$ cat src/rtl/rat_intc_pkg.sv
// Shared types and helpers for the RAT interrupt controller.
package rat_intc_pkg;

    typedef enum logic [1:0] {
        ST_IDLE    = 2'd0,
        ST_REQ     = 2'd1,
        ST_SERVICE = 2'd2
    } state_t;

    localparam logic [1:0] MASK_OFS = 2'd0;
    localparam logic [1:0] PEND_OFS = 2'd1;
    localparam logic [1:0] STAT_OFS = 2'd2;
    localparam logic [1:0] EOI_OFS  = 2'd3;

    // Index of the lowest set bit; bit 0 has the highest priority.
    function automatic logic [4:0] prio_enc(input logic [31:0] req);
        logic [4:0] idx;
        idx = 5'd0;
        for (int i = 31; i >= 0; i--) begin
            if (req[i]) begin
                idx = 5'(i);
            end else begin
                idx = idx;
            end
        end
        return idx;
    endfunction

endpackage

$ cat src/rtl/rat_intc_edge.sv
// Per-source rising-edge detector; RAT_INTC_SYNC_EN adds a 2-flop synchroniser
// in front of the detector for asynchronous IRQ sources.
module rat_intc_edge #(
    parameter int N_SRC = 8
) (
    input  logic             i_clk,
    input  logic             i_rst,
    input  logic [N_SRC-1:0] i_irq,
    output logic [N_SRC-1:0] o_edge
);

    logic [N_SRC-1:0] w_irq;
    logic [N_SRC-1:0] r_prev;

`ifdef RAT_INTC_SYNC_EN
    logic [N_SRC-1:0] r_sync1;
    logic [N_SRC-1:0] r_sync2;

    // Two-stage synchroniser for metastability settling.
    always_ff @(posedge i_clk or posedge i_rst) begin
        if (i_rst) begin
            r_sync1 <= '0;
            r_sync2 <= '0;
        end else begin
            r_sync1 <= i_irq;
            r_sync2 <= r_sync1;
        end
    end

    assign w_irq = r_sync2;
`else
    assign w_irq = i_irq;
`endif

    // Edge history: one sample behind the (possibly synchronised) input.
    always_ff @(posedge i_clk or posedge i_rst) begin
        if (i_rst) begin
            r_prev <= '0;
        end else begin
            r_prev <= w_irq;
        end
    end

    assign o_edge = w_irq & ~r_prev;

endmodule

$ cat src/rtl/rat_intc.sv
// RAT interrupt controller: pending/mask registers, fixed-priority arbitration
// and the INT_CU request/ack/EOI handshake. Optional macro: RAT_INTC_SYNC_EN.
module rat_intc
    import rat_intc_pkg::*;
#(
    parameter int         N_SRC   = 8,
    parameter int         DATA_W  = 8,
    parameter logic [7:0] BASE_ID = 8'hF0,
    localparam int        VEC_W   = (N_SRC > 1) ? $clog2(N_SRC) : 1
) (
    input  logic              CLK,
    input  logic              RESET,
    input  logic [N_SRC-1:0]  IRQ_IN,
    input  logic [7:0]        PORT_ID,
    input  logic [DATA_W-1:0] OUT_PORT,
    input  logic              IO_STRB,
    input  logic              INT_ACK,
    output logic              INT_CU,
    output logic [VEC_W-1:0]  INT_VEC,
    output logic [DATA_W-1:0] RD_DATA,
    output logic              RD_HIT
);

    logic [N_SRC-1:0]  w_edge;
    logic [N_SRC-1:0]  r_mask;
    logic [N_SRC-1:0]  r_pend;
    logic [N_SRC-1:0]  w_elig;
    logic [N_SRC-1:0]  w_w1c;
    logic [N_SRC-1:0]  w_ack_clr;
    logic [7:0]        w_ofs;
    logic              w_in_map;
    logic              w_wr_mask;
    logic              w_wr_pend;
    logic              w_wr_eoi;
    logic [VEC_W-1:0]  w_win;
    logic              w_vec_elig;
    logic [DATA_W-1:0] w_rd;
    state_t            r_state;
    logic [VEC_W-1:0]  r_vec;
    logic              r_int_cu;

    rat_intc_edge #(.N_SRC(N_SRC)) u_edge (
        .i_clk  (CLK),
        .i_rst  (RESET),
        .i_irq  (IRQ_IN),
        .o_edge (w_edge)
    );

    assign w_ofs      = PORT_ID - BASE_ID;
    assign w_in_map   = (w_ofs < 8'd4);
    assign w_wr_mask  = IO_STRB && w_in_map && (w_ofs[1:0] == MASK_OFS);
    assign w_wr_pend  = IO_STRB && w_in_map && (w_ofs[1:0] == PEND_OFS);
    assign w_wr_eoi   = IO_STRB && w_in_map && (w_ofs[1:0] == EOI_OFS);
    assign w_elig     = r_pend & r_mask;
    assign w_win      = VEC_W'(prio_enc(32'(w_elig)));
    assign w_vec_elig = w_elig[r_vec];
    assign w_w1c      = w_wr_pend ? OUT_PORT[N_SRC-1:0] : '0;

    // Acknowledge retires the latched vector's pending bit.
    always_comb begin
        w_ack_clr = '0;
        if ((r_state == ST_REQ) && INT_ACK) begin
            w_ack_clr[r_vec] = 1'b1;
        end else begin
            w_ack_clr = '0;
        end
    end

    // Mask and pending registers; a new edge always beats a same-cycle clear.
    always_ff @(posedge CLK or posedge RESET) begin
        if (RESET) begin
            r_mask <= '0;
            r_pend <= '0;
        end else begin
            if (w_wr_mask) begin
                r_mask <= OUT_PORT[N_SRC-1:0];
            end else begin
                r_mask <= r_mask;
            end
            r_pend <= (r_pend & ~(w_w1c | w_ack_clr)) | w_edge;
        end
    end

    // Handshake FSM; INT_VEC stays latched for the whole request and service.
    always_ff @(posedge CLK or posedge RESET) begin
        if (RESET) begin
            r_state  <= ST_IDLE;
            r_vec    <= '0;
            r_int_cu <= 1'b0;
        end else begin
            case (r_state)
                ST_IDLE: begin
                    if (|w_elig) begin
                        r_vec    <= w_win;
                        r_int_cu <= 1'b1;
                        r_state  <= ST_REQ;
                    end else begin
                        r_state  <= ST_IDLE;
                    end
                end
                ST_REQ: begin
                    if (INT_ACK) begin
                        r_int_cu <= 1'b0;
                        r_state  <= ST_SERVICE;
                    end else if (!w_vec_elig) begin
                        r_int_cu <= 1'b0;
                        r_state  <= ST_IDLE;
                    end else begin
                        r_state  <= ST_REQ;
                    end
                end
                ST_SERVICE: begin
                    if (w_wr_eoi) begin
                        r_state <= ST_IDLE;
                    end else begin
                        r_state <= ST_SERVICE;
                    end
                end
                default: begin
                    r_int_cu <= 1'b0;
                    r_state  <= ST_IDLE;
                end
            endcase
        end
    end

    // Combinational register read for the MCU IN_PORT mux.
    always_comb begin
        w_rd = '0;
        case (w_ofs)
            8'd0: w_rd[N_SRC-1:0] = r_mask;
            8'd1: w_rd[N_SRC-1:0] = r_pend;
            8'd2: begin
                w_rd[VEC_W-1:0]  = r_vec;
                w_rd[DATA_W-1]   = (r_state == ST_SERVICE);
            end
            default: w_rd = '0;
        endcase
    end

    assign RD_HIT  = (w_ofs < 8'd3);
    assign RD_DATA = w_rd;
    assign INT_CU  = r_int_cu;
    assign INT_VEC = r_vec;

endmodule

$ cat config.mk
export PLATFORM = sky130hd
export DESIGN_NAME = rat_intc
export DESIGN_NICKNAME = d
export VERILOG_FILES = /design/src/rtl/rat_intc_pkg.sv /design/src/rtl/rat_intc_edge.sv /design/src/rtl/rat_intc.sv
export SDC_FILE = /design/constraint.sdc
export NUM_CORES = 1
export LEC_CHECK = 0
export BUFFER_PORTS_ARGS = -buffer_cell sky130_fd_sc_hd__buf_2
export CAP_MARGIN = 40
export CORE_ASPECT_RATIO = 0.7
export CORE_MARGIN = 2
export CORE_UTILIZATION = 35
export DETAILED_ROUTE_END_ITERATION = 7
export PLACE_DENSITY = 0.59
export SYNTH_ARGS = -nofsm -noshare
export SYNTH_HDL_FRONTEND = slang
export SYNTH_HIERARCHICAL = 1
export SYNTH_SLANG_ARGS = --single-unit
$ cat constraint.sdc
create_clock -name CLK -period 1.98 [get_ports CLK]
set_input_delay 0.396 -clock CLK [delete_from_list [all_inputs] [get_ports CLK]]
set_output_delay 0.396 -clock CLK [all_outputs]
set_load 0.02 [all_outputs]
[Word level (Yosys, flattened, before mapping)]
Index checks and enable logic that the tools add are counted.
Word-level totals
  register bits: 30
  bits in latches: 0
  memory bits (writable): 0
  bits in read-only memories: 0
  input bits: 28
  output and inout port bits: 13
  memories: 0
Operators by class
  add/sub/neg operators: 1
  multipliers: 0
  divide/modulo/power cells: 0
  magnitude comparators: 4
  equality and inequality tests: 8
  shifts and indexed selects: 0
  mux-type cells: 26
  bitwise gates (word level): 8
  reduce and logical (&&, ||, !) cells: 12
Operators by type and width (number)
  $and A8 B8 Y8: 3
  $mux W3: 8
  $mux W8: 2
  $not A8 Y8: 2
  $or A8 B8 Y8: 2
  $pmux W3 S3: 1
  $eq A8 B1 Y1 const B: 1
  $eq A8 B2 Y1 const B: 1
  $logic_not A8 Y1: 1
  $lt A8 B2 Y1 const B: 1
  $lt A8 B3 Y1 const B: 1
  $pmux W4 S2: 1
  $reduce_or A8 Y1: 1
  $sub A8 B8 Y8 const B: 1
  $mux W1: 7
  $logic_and A1 B1 Y1: 6
  $pmux W1 S3: 2
  $pmux W2 S3: 1
  $eq A2 B1 Y1 const B: 2
  $eq A2 B2 Y1 const B: 2
  $logic_not A2 Y1: 2
  $lt A3 B4 Y1 const B: 1
  $mux W2: 2
  $bmux W1 S3: 1
  7 further kinds: 7

[Depth between registers and ports, before layout]
  depth in word-level cells: 9
  depth in mapped cells: 5
  depth with buffers taken out: 4

[Modules after synthesis]
Netlist, hierarchy kept.
By module, submodules not included
  rat_intc: instances 1, cells each 150, area each 1340.0 um2, sequential area each 550.5 um2
  rat_intc_edge: instances 1, cells each 17, area each 314.1 um2, sequential area each 200.2 um2

[Worst setup path after synthesis]
Ideal clock, no wire load.
  path kind: input-to-reg
  start: input PORT_ID[3]
  end: register r_mask[0]
  setup time: 0.125 ns
  arrival time: 1.831 ns
  data required time: 1.855 ns
  slack: 0.024 ns
  cell stages on the path: 5
  path buffers: 1
  path through: or2_1 -> or3_1 -> buf_2 -> nor3b_4 -> mux2_2
Between the ends
  longest elaborated chain between the ends: 4
Ends and longest elaborated chain
  from (decl): line rat_intc.sv:14  | input logic [7:0] PORT_ID,
  $sub A8 B8 Y8: line rat_intc.sv:49  | assign w_ofs = PORT_ID - BASE_ID;
  $lt A8 B3 Y1: line rat_intc.sv:50  | assign w_in_map = (w_ofs < 8'd4);
  $logic_and A1 B1 Y1 (2 in series): line rat_intc.sv:51  | assign w_wr_mask = IO_STRB && w_in_map && (w_ofs[1:0] == MASK_OFS);
  to (signal assigned): line rat_intc.sv:76  | r_mask <= OUT_PORT[N_SRC-1:0];
  to (signal assigned): line rat_intc.sv:78  | r_mask <= r_mask;
  to (decl): line rat_intc.sv:25  | logic [N_SRC-1:0] r_mask;
Every way passes these cells.
A chain may end at the register's enable or synchronous reset.

[Final worst setup path]
  start: input PORT_ID[3]
  end: output RD_DATA[6]
Between the ends
  longest elaborated chain between the ends: 3
  elaborated cells on any way between the ends: 4
  those cells by class: 1 x add/sub; 1 x eq/ne; 1 x mux; 1 x reduce/logical
Ends and longest elaborated chain
  $sub A8 B8 Y8 *: line rat_intc.sv:49
  $eq A8 B1 Y1 / $logic_not A8 Y1 (equally long branches): line rat_intc.sv:130  | case (w_ofs)
  $pmux W4 S2 *: line rat_intc.sv:130
  to (decl): line rat_intc.sv:20  | output logic [DATA_W-1:0] RD_DATA,
Every way passes the cells marked *; elsewhere a longest branch is shown, timed or not.

==> impl_metrics.json <==
{
  "status": "completed",
  "path_cells": "buf_2 > or2_1 > or3_4 > buf_4 > nor2_1 > buf_2",
  "dr_total_vias": 1374,
  "fin_crit_sh_pct": 97.8,
  "area_growth_pct": 26.0,
  "core_um2": 4430,
  "drt_iter0_markers": 92,
  "rsz0062_at_grt": "false",
  "synth_common_cells": "30 x dfrtp_1, 22 x nand2_1, 17 x nor2_1",
  "rows": 20,
  "die_w_um": 86.2,
  "crit_type": "in -> out",
  "grt_max_degree": 23,
  "reg2reg_depth": 3,
  "start_util_pct": 37.3,
  "grt_pass1_vias": 1375,
  "maxSlewHeadroom_pct": 69.5,
  "synth_most_common_cell": "dfrtp_1",
  "antenna_found_initial": 0,
  "drc_errors": 0,
  "wl_per_cell_um": 15.5,
  "syn_avg_cell_area_um2": 9.90,
  "finalClockSkew_ns": 0.00484,
  "required_ns": 1.58,
  "end_kind": "primary output",
  "n_antenna_cell": 0,
  "crit_slowest_cell": "or3_4",
  "synth.cell_area_um2": 1650,
  "cts_buffers": 5,
  "hold_class": "in -> async",
  "clock_path_buffers": 2,
  "cts_setup_buffers": 0,
  "synth.area.top_cells": "dfrtp_1 45%, nor2b_4 6.7%, mux2_2 5.4%",
  "p_leak_nw": 0.942,
  "p_per_area_nw_per_um2": 969,
  "antenna_left": 0,
  "yosysWarnings": 6,
  "worstMarginPinSlew_ns": 0.458,
  "clkSinkCount": 30,
  "gr-usage-all-layers_pct": 17.7,
  "clk-insertion-delay-late_ns": 0.28,
  "setup_viol": 0,
  "post_cts_resized": 3,
  "async_flop_share_pct": 100,
  "timing.fmax_mhz": 516,
  "synth_cells": 167,
  "fin_ws_ns": 0.0433,
  "numPortBuffers": 40,
  "ys.flop_type": "dfrtp_1",
  "grt_first_pass_wirelength_um": 6930,
  "cap_violations": 0,
  "synth_edf_count": 0,
  "pre_cts_ws_ns": -0.0377,
  "yosys.area.top_type_share_pct": 45.4,
  "max_stage_delay_ns": 0.40,
  "clk_pin_slew_ns": 0.07,
  "seq_area_frac_synth_pct": 45.4,
  "slew_violations": 0,
  "gr-total-overflow": 0,
  "gp_congestion": 0.862,
  "finalPower_mw": 2.02,
  "ys_ff_latch": 30,
  "cp.arrival_ns": 1.54,
  "post-route-min-period_ns": 1.94,
  "htree_levels": 2,
  "drive_above_1_share_pct": 39.5,
  "start_kind": "primary input",
  "path_common_cell": "buf_2",
  "synth_largest_area_cell": "dfrtp_1",
  "die_y_um": 61.5,
  "stdcell_count": 270,
  "ys_types": 36,
  "dr.pass1.iters": 4,
  "via_per_inst": 5.09,
  "clk_root_buffer_cell": "clkbuf_8",
  "wirelength_um": 4170,
  "io_pins": 41,
  "peakVddDrop_mv": 0.367,
  "ctsHoldBuffers": 0,
  "crit_fanout": 4,
  "layout.nets": 242,
  "dp_hpwl_um": 3160,
  "cts_tree": "done",
  "hold_viol": 0,
  "syn_nets": 195,
  "dp.cells": 262,
  "dieArea_um2": 5300
}
final cells by class:
cell class              instances  area, um^2
inverters                       3        11.3
clock inverters                 1        30.0
clock buffers                   7        76.3
multi-input cells             127         875
repair buffers                 47         273
fillers                       440        2340
well taps                      55        68.8
flip-flops and latches         30         751
layout by cell type, fill, tap and decap left out, types with 3 or more instances in the layout:
| cell | count |
|---|---|
| buf_2 | 37 |
| dfrtp_1 | 30 |
| nand2_1 | 22 |
| nor2_1 | 15 |
| a21oi_1 | 12 |
| buf_4 | 9 |
| mux2_2 | 8 |
| mux2i_1 | 8 |
| nor2b_4 | 8 |
| nand3_1 | 6 |
| a31o_2 | 6 |
| clkbuf_8 | 5 |
| o21ai_0 | 4 |
| a22oi_1 | 4 |
| nand4_1 | 3 |
| or2_2 | 3 |
| inv_1 | 3 |
| nand3b_1 | 3 |
| o211ai_1 | 3 |
registers in the layout, summed over array words and instances (netlist names):
register / flops
INT_CU: 1
INT_VEC: 3
u_edge/r_prev: 8
r_state: 2
r_pend: 8
r_mask: 8
kinds of logic after synthesis:
group	Yosys count	share of synthesized area [%]
buffers and inverters	10	2.34
multiplexers	16	10.3
AND/OR/NAND/NOR	74	26.9
flip-flops	30	45.4
AO/OA/AOI/OAI	37	15.1
per-layer routing:
metal	GRT usage [%]	part of all wire (%)
met4	5.44	0.50
met2	26.2	41
met5	0	0
met1	25.5	52
met3	4.83	7.1
through the flow:
step / hold slack, ns / instance area [um^2] / util (%) / TNS [ns]
after floorplan: 0.212 / 1650 / - / 0
after global placement: 0.378 / 1960 / 44.3 / -0.0465
after detailed placement: 0.378 / 1960 / 44.3 / -0.222
after CTS: 0.0710 / 2080 / 46.9 / 0
after global routing: 0.0872 / 2080 / 47.1 / 0
final: 0.0597 / 2080 / 47.1 / 0
worst max-delay path: cells and delay by family:
family                 cells  cell delay, ns
buffers and inverters      3            0.42
and+or+nand+nor            3            0.73
worst paths after layout:
kind                                        from                    endpoint  slack, ns
max                                   PORT_ID[3]                  RD_DATA[6]       0.04
min reg2reg                r_mask[6]$_DFFE_PP0P_       r_mask[6]$_DFFE_PP0P_       0.56
min                                        RESET  u_edge/r_prev[1]$_DFF_PP0_       0.06
max in group asynchronous                  RESET       r_mask[4]$_DFFE_PP0P_       1.59
max reg2reg                 r_state[1]$_DFF_PP0_         r_pend[5]$_DFF_PP0_       0.33
min in group CLK                       IRQ_IN[1]  u_edge/r_prev[1]$_DFF_PP0_       0.23
power by group:
group / total, mW / internal [mW] / switching (mW) / leakage, nW
Clock: 0.605 / 0.376 / 0.229 / 0.0524
Combinational: 0.538 / 0.236 / 0.302 / 0.540
Sequential: 0.876 / 0.709 / 0.167 / 0.350
(Power assumes the default switching activity.)
